--- config.mk ---
export PLATFORM = sky130hd
export DESIGN_NAME = dm_arbiter
export DESIGN_NICKNAME = d
export VERILOG_FILES = /design/src/rtl/dm_arbiter_pkg.sv /design/src/rtl/dm_align_chk.sv /design/src/rtl/dm_arbiter.sv
export SDC_FILE = /design/constraint.sdc
export NUM_CORES = 1
export LEC_CHECK = 0
export CAP_MARGIN = 20
export CORE_AREA = 2 2 159 161
export DETAILED_ROUTE_END_ITERATION = 10
export DIE_AREA = 0 0 161 163
export DONT_BUFFER_PORTS = 1
export HOLD_SLACK_MARGIN = 0.05
export PLACE_DENSITY = 0.32
export SLEW_MARGIN = 40
export SYNTH_ARGS = -nofsm -noshare
export SYNTH_HDL_FRONTEND = slang
export SYNTH_SLANG_ARGS = --single-unit
export TNS_END_PERCENT = 50
--- constraint.sdc ---
create_clock -name Clock -period 3.3 [get_ports Clock]
set_input_delay 0.33 -clock Clock [delete_from_list [all_inputs] [get_ports Clock]]
set_output_delay 0.33 -clock Clock [all_outputs]
set_load 0.03 [all_outputs]
--- src/rtl/dm_arbiter_pkg.sv ---
// rtl/dm_arbiter_pkg.sv - shared widths, access-type codes and state encoding for the DM arbiter
package dm_arbiter_pkg;

    localparam int STORE_TYPE_SIZE = 2;
    localparam int LOAD_TYPE_SIZE  = 2;
    localparam int DM_SIZE         = 1024;

    localparam logic [STORE_TYPE_SIZE-1:0] ST_WORD = 2'd0;
    localparam logic [STORE_TYPE_SIZE-1:0] ST_HALF = 2'd1;
    localparam logic [STORE_TYPE_SIZE-1:0] ST_BYTE = 2'd2;

    localparam logic [LOAD_TYPE_SIZE-1:0] LD_WORD = 2'd0;
    localparam logic [LOAD_TYPE_SIZE-1:0] LD_HALF = 2'd1;
    localparam logic [LOAD_TYPE_SIZE-1:0] LD_BYTE = 2'd2;

    localparam logic [31:0] DMA_WPC = 32'hFFFF_FFFF;

    typedef enum logic {
        S_IDLE,
        S_D_ACK
    } arb_state_t;

endpackage

--- src/rtl/dm_align_chk.sv ---
// rtl/dm_align_chk.sv - flags misaligned or out-of-range DM accesses
module dm_align_chk
    import dm_arbiter_pkg::*;
#(
    parameter int DM_BYTES = DM_SIZE * 4
) (
    input  logic                       we,
    input  logic [STORE_TYPE_SIZE-1:0] store_type,
    input  logic [LOAD_TYPE_SIZE-1:0]  load_type,
    input  logic [31:0]                addr,
    output logic                       illegal
);

    logic misaligned;

    always_comb begin
        misaligned = 1'b0;
        if (we) begin
            case (store_type)
                ST_WORD: misaligned = (addr[1:0] != 2'b00);
                ST_HALF: misaligned = addr[0];
                default: misaligned = 1'b0;
            endcase
        end else begin
            case (load_type)
                LD_WORD: misaligned = (addr[1:0] != 2'b00);
                LD_HALF: misaligned = addr[0];
                default: misaligned = 1'b0;
            endcase
        end
    end

    assign illegal = misaligned | (addr >= 32'(DM_BYTES));

endmodule

--- src/rtl/dm_arbiter.sv ---
// rtl/dm_arbiter.sv - shares the data memory between the CPU MEM stage and a DMA/debug master
module dm_arbiter
    import dm_arbiter_pkg::*;
#(
    parameter int MAX_WAIT = 8,
    parameter int DM_BYTES = DM_SIZE * 4
) (
    input  logic                       Clock,
    input  logic                       Reset,
    input  logic                       c_req,
    input  logic                       c_we,
    input  logic [STORE_TYPE_SIZE-1:0] c_store_type,
    input  logic [LOAD_TYPE_SIZE-1:0]  c_load_type,
    input  logic                       c_sign,
    input  logic [31:0]                c_addr,
    input  logic [31:0]                c_wd,
    input  logic [31:0]                c_pc,
    output logic [31:0]                c_rd,
    output logic                       c_stall,
    output logic                       c_err,
    input  logic                       d_req,
    input  logic                       d_we,
    input  logic [STORE_TYPE_SIZE-1:0] d_store_type,
    input  logic [LOAD_TYPE_SIZE-1:0]  d_load_type,
    input  logic                       d_sign,
    input  logic [31:0]                d_addr,
    input  logic [31:0]                d_wd,
    output logic                       d_ack,
    output logic [31:0]                d_rd,
    output logic                       d_err,
    output logic                       dm_memwrite,
    output logic                       dm_memread,
    output logic [STORE_TYPE_SIZE-1:0] dm_store_type,
    output logic [LOAD_TYPE_SIZE-1:0]  dm_load_type,
    output logic                       dm_sign,
    output logic [31:0]                dm_addr,
    output logic [31:0]                dm_wd,
    output logic [31:0]                dm_wpc,
    input  logic [31:0]                dm_rd,
    output logic                       err_sticky,
    output logic                       err_src,
    output logic [31:0]                err_addr
);

    localparam logic [7:0] MAX_WAIT_C = 8'(MAX_WAIT);

    arb_state_t state_q, state_d;
    logic [7:0] wait_cnt;
    logic       c_illegal, d_illegal;
    logic       c_grant, d_grant;
    logic       sel_we, sel_illegal;

    dm_align_chk #(.DM_BYTES(DM_BYTES)) u_c_chk (
        .we         (c_we),
        .store_type (c_store_type),
        .load_type  (c_load_type),
        .addr       (c_addr),
        .illegal    (c_illegal)
    );

    dm_align_chk #(.DM_BYTES(DM_BYTES)) u_d_chk (
        .we         (d_we),
        .store_type (d_store_type),
        .load_type  (d_load_type),
        .addr       (d_addr),
        .illegal    (d_illegal)
    );

    // D wins only when the CPU is idle or D has starved for MAX_WAIT cycles
    assign d_grant = d_req & (state_q == S_IDLE) & (!c_req | (wait_cnt == MAX_WAIT_C));
    assign c_grant = c_req & !d_grant;
    assign c_stall = c_req & d_grant;
    assign c_err   = c_req & c_illegal;

    assign sel_we      = d_grant ? d_we      : c_we;
    assign sel_illegal = d_grant ? d_illegal : c_illegal;

    assign dm_store_type = d_grant ? d_store_type : c_store_type;
    assign dm_load_type  = d_grant ? d_load_type  : c_load_type;
    assign dm_sign       = d_grant ? d_sign       : c_sign;
    assign dm_addr       = d_grant ? d_addr       : c_addr;
    assign dm_wd         = d_grant ? d_wd         : c_wd;
    assign dm_wpc        = d_grant ? DMA_WPC      : c_pc;

    assign dm_memwrite = (c_grant | d_grant) &  sel_we & !sel_illegal;
    assign dm_memread  = (c_grant | d_grant) & !sel_we & !sel_illegal;

    assign c_rd  = (c_grant & !c_illegal) ? dm_rd : 32'd0;
    assign d_ack = (state_q == S_D_ACK);

    always_comb begin
        state_d = state_q;
        case (state_q)
            S_IDLE:  if (d_grant) state_d = S_D_ACK;
            S_D_ACK: state_d = S_IDLE;
            default: state_d = S_IDLE;
        endcase
    end

    always_ff @(posedge Clock or negedge Reset) begin
        if (!Reset) begin
            state_q <= S_IDLE;
        end else begin
            state_q <= state_d;
        end
    end

    always_ff @(posedge Clock or negedge Reset) begin
        if (!Reset) begin
            wait_cnt <= 8'd0;
        end else if (d_grant) begin
            wait_cnt <= 8'd0;
        end else if (d_req && state_q == S_IDLE && wait_cnt < MAX_WAIT_C) begin
            wait_cnt <= wait_cnt + 8'd1;
        end
    end

    always_ff @(posedge Clock or negedge Reset) begin
        if (!Reset) begin
            d_rd  <= 32'd0;
            d_err <= 1'b0;
        end else if (d_grant) begin
            d_rd  <= (!d_we && !d_illegal) ? dm_rd : 32'd0;
            d_err <= d_illegal;
        end
    end

    // First illegal access since reset is kept; later ones are ignored
    always_ff @(posedge Clock or negedge Reset) begin
        if (!Reset) begin
            err_sticky <= 1'b0;
            err_src    <= 1'b0;
            err_addr   <= 32'd0;
        end else if (!err_sticky) begin
            if (c_grant && c_illegal) begin
                err_sticky <= 1'b1;
                err_src    <= 1'b0;
                err_addr   <= c_addr;
            end else if (d_grant && d_illegal) begin
                err_sticky <= 1'b1;
                err_src    <= 1'b1;
                err_addr   <= d_addr;
            end
        end
    end

endmodule

Yosys cells after proc, flatten, opt, wreduce, memory -nomap -nowiden
Cells that the tools add are included.
{ "totals": {"elab_cells": 80, "input_bits": 208, "register_bits": 76} }
{ "op_classes": {"bitwise": 16, "reduce_logical": 21, "addsub": 1, "n_eq_ne": 5, "mux": 27, "order_cmp": 3} }
{ "op_table": {"columns": ["cell", "count"], "rows": [
  ["32-bit two-way mux", 7],
  ["32-bit by 13-bit greater-or-equal comparator with 1-bit output, second input constant", 2],
  ["8-bit two-way mux", 2],
  ["1-bit two-way mux", 11],
  ["1-bit bitwise AND", 10],
  ["1-bit case mux with 2 select lines", 5],
  ["8-bit by 1-bit adder with 8-bit output, second input constant", 1],
  ["2-bit by 1-bit == test with 1-bit output, second input constant", 4],
  ["8-bit by 4-bit == test with 1-bit output, second input constant", 1],
  ["2-bit zero test", 4],
  ["8-bit by 4-bit < comparator with 1-bit output, second input constant", 1],
  ["2-bit nonzero test", 4],
  ["1-bit zero test", 7],
  ["1-bit logical AND", 5],
  ["2-bit two-way mux", 2],
  ["1-bit bitwise OR", 4],
  ["1-bit inverter", 2],
  ["2-bit AND reduction", 1]
]} }

Logic depth before layout (Yosys ltp)
{ "depth": {"word_depth": 8, "mapped_depth": 10} }

Cells and area by module
Synthesis repeated with hierarchy kept, for this count alone.
{ "unflattened": {"hier_cells": 479, "hier_area_um2": 4763.3} }
{ "by_module_without_submodules": {"columns": ["module", "seq_area_each_um2", "cells_each", "area_each_um2", "n_inst"], "rows": [
  ["dm_arbiter", 1901.8, 459, 4610.7, 1],
  ["dm_align_chk", 0.0, 10, 76.3, 2]
]} }

Least setup slack after synthesis
No wires, ideal clock.
{ "synth_path": {"path_type": "reg2out", "startpoint": "register wait_cnt[0]", "endpoint": "output dm_wd[21]", "slack_ns": 1.033, "path_stages_with_launch": 10, "required_ns": 2.970, "arrival_ns": 1.937, "n_path_buf": 2, "cell_sequence": "dfrtp_1 -> inv_1 -> ha_1 -> nand3b_1 -> o21ai_2 -> nand2_2 -> clkbuf_1 -> clkbuf_1 -> nand2_1 -> nand2_1"} }
{ "synth_between": {"elab_chain_len": 4} }
{ "synth_lines": {"columns": ["item", "line_no", "source"], "rows": [
  ["start, declared", "dm_arbiter.sv:48", "logic [7:0] wait_cnt;"],
  ["start signal, assigned", "dm_arbiter.sv:114", "wait_cnt <= wait_cnt + 8'd1;"],
  ["8-bit by 4-bit == test with 1-bit output", "dm_arbiter.sv:70", "assign d_grant = d_req & (state_q == S_IDLE) & (!c_req | (wait_cnt == MAX_WAIT_C));"],
  ["1-bit bitwise OR", "dm_arbiter.sv:70", null],
  ["1-bit bitwise AND", "dm_arbiter.sv:70", null],
  ["32-bit two-way mux", "dm_arbiter.sv:82", "assign dm_wd = d_grant ? d_wd : c_wd;"],
  ["end, declared", "dm_arbiter.sv:37", "output logic [31:0] dm_wd,"]
]} }
Every way passes these cells.

Final worst setup path
{ "layout_path": {"startpoint": "register wait_cnt[0]", "endpoint": "output dm_load_type[0]"} }
{ "layout_between": {"elab_chain_len": 4} }
{ "layout_lines": {"columns": ["item", "line_no", "source"], "rows": [
  ["8-bit by 4-bit == test with 1-bit output", "dm_arbiter.sv:70", null],
  ["1-bit bitwise OR", "dm_arbiter.sv:70", null],
  ["1-bit bitwise AND", "dm_arbiter.sv:70", null],
  ["2-bit two-way mux", "dm_arbiter.sv:79", "assign dm_load_type = d_grant ? d_load_type : c_load_type;"],
  ["end, declared", "dm_arbiter.sv:34", "output logic [LOAD_TYPE_SIZE-1:0] dm_load_type,"]
]} }
Every way passes these cells.

==> impl_metrics.toml <==
[timing]
tns_ns = 0
unrepaired_setup_endpoints_after_global_routing = "no"
timing.final.crit_share_pct = 90.4
worstMarginPinSlew_ns = 0.692
max-slew-margin-rel_pct = 53.8
clock-skew-final_ns = 0.0105
hold_viol = 0
timing.final.max_slew_violations = 0
fmax_ghz = 0.335
timing.final.crit_period_ns = 2.98
finalSetupViolCount = 0

[clock_tree]
post_cts_resize_count = 0
cts_hold_repair.buffers = 2
clock_transition_at_the_registers_of_the_reported_paths_ns = 0.07
tritoncts = "yes"
postCtsSetupRepairBufs = 0
cts_sinks = 76
ctsRootBufferMaster = "sky130_fd_sc_hd__clkbuf_16"
number_of_buffers_inserted_during_clock_tree_synthesis = 9
worst_skew_pair.late_latency_ns = 0.34
ctsLongestPathBuffers = 2
cts_max_level = 3

[outcome]
run_status = "completed"

[detailed_routing]
num_vias = 4247
routed_wl_mm = 18.5
wire_per_inst_um = 20.6
drt-pass1-iter-count = 4
drc = 0
post_drt_via_cell_ratio = 4.72
final_antenna_net_count = 0
drtIter0Drc = 242

[synth]
syn_nets = 775
mappedNetlistArea_um2 = 4710
post_synth_num_cell_types = 45
synth-seq-cells = 76
avgSynthCellArea_um2 = 8.33
synthesis.instances = 565
portion_of_the_post_synthesis_area_used_by_sequential_elements_pct = 40.4
yosysWarnings = 0

[grt]
grt_overflow_total = 0
grt_first_pass_wirelength_mm = 26.0
grt_start_max_net_pins = 77
grt_pass1_vias = 4091
antenna_violations_before_repair = 0
gr-usage-all-layers_pct = 13.1

[place]
gpl.final_weighted_congestion = 0.798
place.port_buffers = 0
detailedPlacementHpwl_mm = 14.4
placement.cell_area_um2 = 5210

[cells_and_area]
fillerInstances = 2705
design_area_um2 = 5560
syn_to_final_growth_pct = 18.2
layout.nets = 774
finish.utilization_pct = 22.5
layout.cells.most_common = "sky130_fd_sc_hd__nand2_1"
layout.cells.most_common_list = "209 x sky130_fd_sc_hd__nand2_1, 76 x sky130_fd_sc_hd__dfrtp_1, 64 x sky130_fd_sc_hd__nand2b_1"
post_route_cells_drive_above_1_share_pct = 8.96
diodes = 0

[power]
leakage_uw = 0.00255
ir_drop_worst_case_vdd_v = 0.000197
powerDensity_nw_per_um2 = 514
p_total_uw = 2860

[floorplan]
chipWidth_um = 161
initial_core_util_pct = 19.1
core_area_um2 = 24700
number_of_top_level_design_ports = 413
num_rows = 58
area_of_the_die_um2 = 26200
die-height_um = 163

[flow_run]
max-cap-violations = 0

[critical_path]
timing.critical_path.from_type = "register"
critPathArrivalTime_ns = 2.65
crit_path_end_kind = "primary output"
reg2reg_slack_ns = 0.74
largest_fanout_on_the_critical_path = 31
critical_path_class = "register to primary output"
cp_data_required_time_ns = 2.97

[hold_path]
worstHoldPathType = "primary input to register"
[Yosys cell counts (all sizes together)]
cell	instances	share of area [%]
a41oi	2	0.53
a21o	2	0.48
xor2	1	0.19
nand4	4	0.53
o21a	2	0.32
o21ai	1	0.19
or3	1	0.13
inv	5	0.40
o311ai	1	0.56
nor2	12	1.0
o31ai	2	0.43
buf	19	2.4
dfrtp	76	40
and2	37	4.9
a21oi	1	0.11
or4	5	0.88
nor3	2	0.45
nand3	1	0.11
a22o	32	6.0
mux2i	5	1.1
clkbuf	19	1.5
nand3b	1	0.16
o221a	32	7.7
ha	2	0.53
nor4b	2	0.37
or2b	1	0.16
nand2b	64	8.5
and3	4	0.53
and4	1	0.19
or2	2	0.27
xnor2	1	0.19
o32ai	1	0.19
nor2b	2	0.27
nand2	210	17
o211ai	2	0.32
nor4	10	1.3
[per-layer routing]
| layer | routed length (µm) | global-route usage (%) | vias to the layer above |
|---|---|---|---|
| li1 | - | - | 1908 |
| met3 | 1490 | 2.88 | 15 |
| met1 | 6930 | 14.7 | 2041 |
| met5 | 0 | 0 | - |
| met4 | 313 | 4.42 | 0 |
| met2 | 9790 | 24.5 | 283 |
[cell type report]
cell class	count	area, µm²	share of cell area, %
clock inverter	5	85.1	1.53
clock buffer	11	233	4.18
inverter	5	18.8	0.337
multi-input combinational	446	2620	47.1
tap	330	413	7.42
timing repair buffer	26	293	5.26
sequential	76	1900	34.2
[state kept, by name, indices dropped and copies added (netlist names)]
register and cells:
d_err 1, err_addr 32, d_ack 1, d_rd 32
err_sticky 1, wait_cnt 8, err_src 1
[metrics by stage]
stage | worst slack (ns) | cells | hold slack, ns
floorplan | 1.03 | 565 | 0.0344
detailed placement | 0.606 | 881 | 0.0365
CTS | 0.262 | 899 | 0.0954
global placement | 0.660 | 881 | 0.0366
global route | 0.116 | 899 | 0.0967
finish | 0.316 | 899 | 0.116
[path summary, 6_finish.rpt]
kind                                  start         endpoint  cells after the start
worst max-delay path            wait_cnt[0]  dm_load_type[0]                      9
worst min-delay path              dm_rd[23]         d_rd[23]                      1
worst max register to register  wait_cnt[7]         d_rd[19]                      7
worst min register to register  wait_cnt[4]      wait_cnt[4]                      1
max in group asynchronous             Reset         d_rd[30]                      2
min in group asynchronous             Reset          d_rd[9]                      2
[where the power goes]
group | internal (µW) | leakage, µW | switching (µW)
clock network | 668 | 0.000150 | 414
logic | 156 | 0.00139 | 416
registers | 1010 | 0.00101 | 198
[worst max-delay path: stages, from the launching register on]
cell	delay [ns]
sky130_fd_sc_hd__dfrtp_1	0.41
sky130_fd_sc_hd__inv_1	0.06
sky130_fd_sc_hd__ha_1	0.19
sky130_fd_sc_hd__nand3b_1	0.21
sky130_fd_sc_hd__o21ai_2	0.14
sky130_fd_sc_hd__nand2_4	0.20
sky130_fd_sc_hd__buf_4	0.40
sky130_fd_sc_hd__buf_4	0.35
sky130_fd_sc_hd__nand2_1	0.10
sky130_fd_sc_hd__nand2_1	0.25
[cell families (layout without fill, tap and decap cells)]
family | count (synthesis) | after routing | synth area share [%]
compound gates | 78 | 78 | 16.7
xor+xnor | 2 | 2 | 0.372
fa+ha+maj | 2 | 2 | 0.531
buf+inv | 43 | 47 | 4.33
flops | 76 | 76 | 40.4
mux | 5 | 5 | 1.06
simple gates | 359 | 359 | 36.6
(Power assumes the default switching activity.)
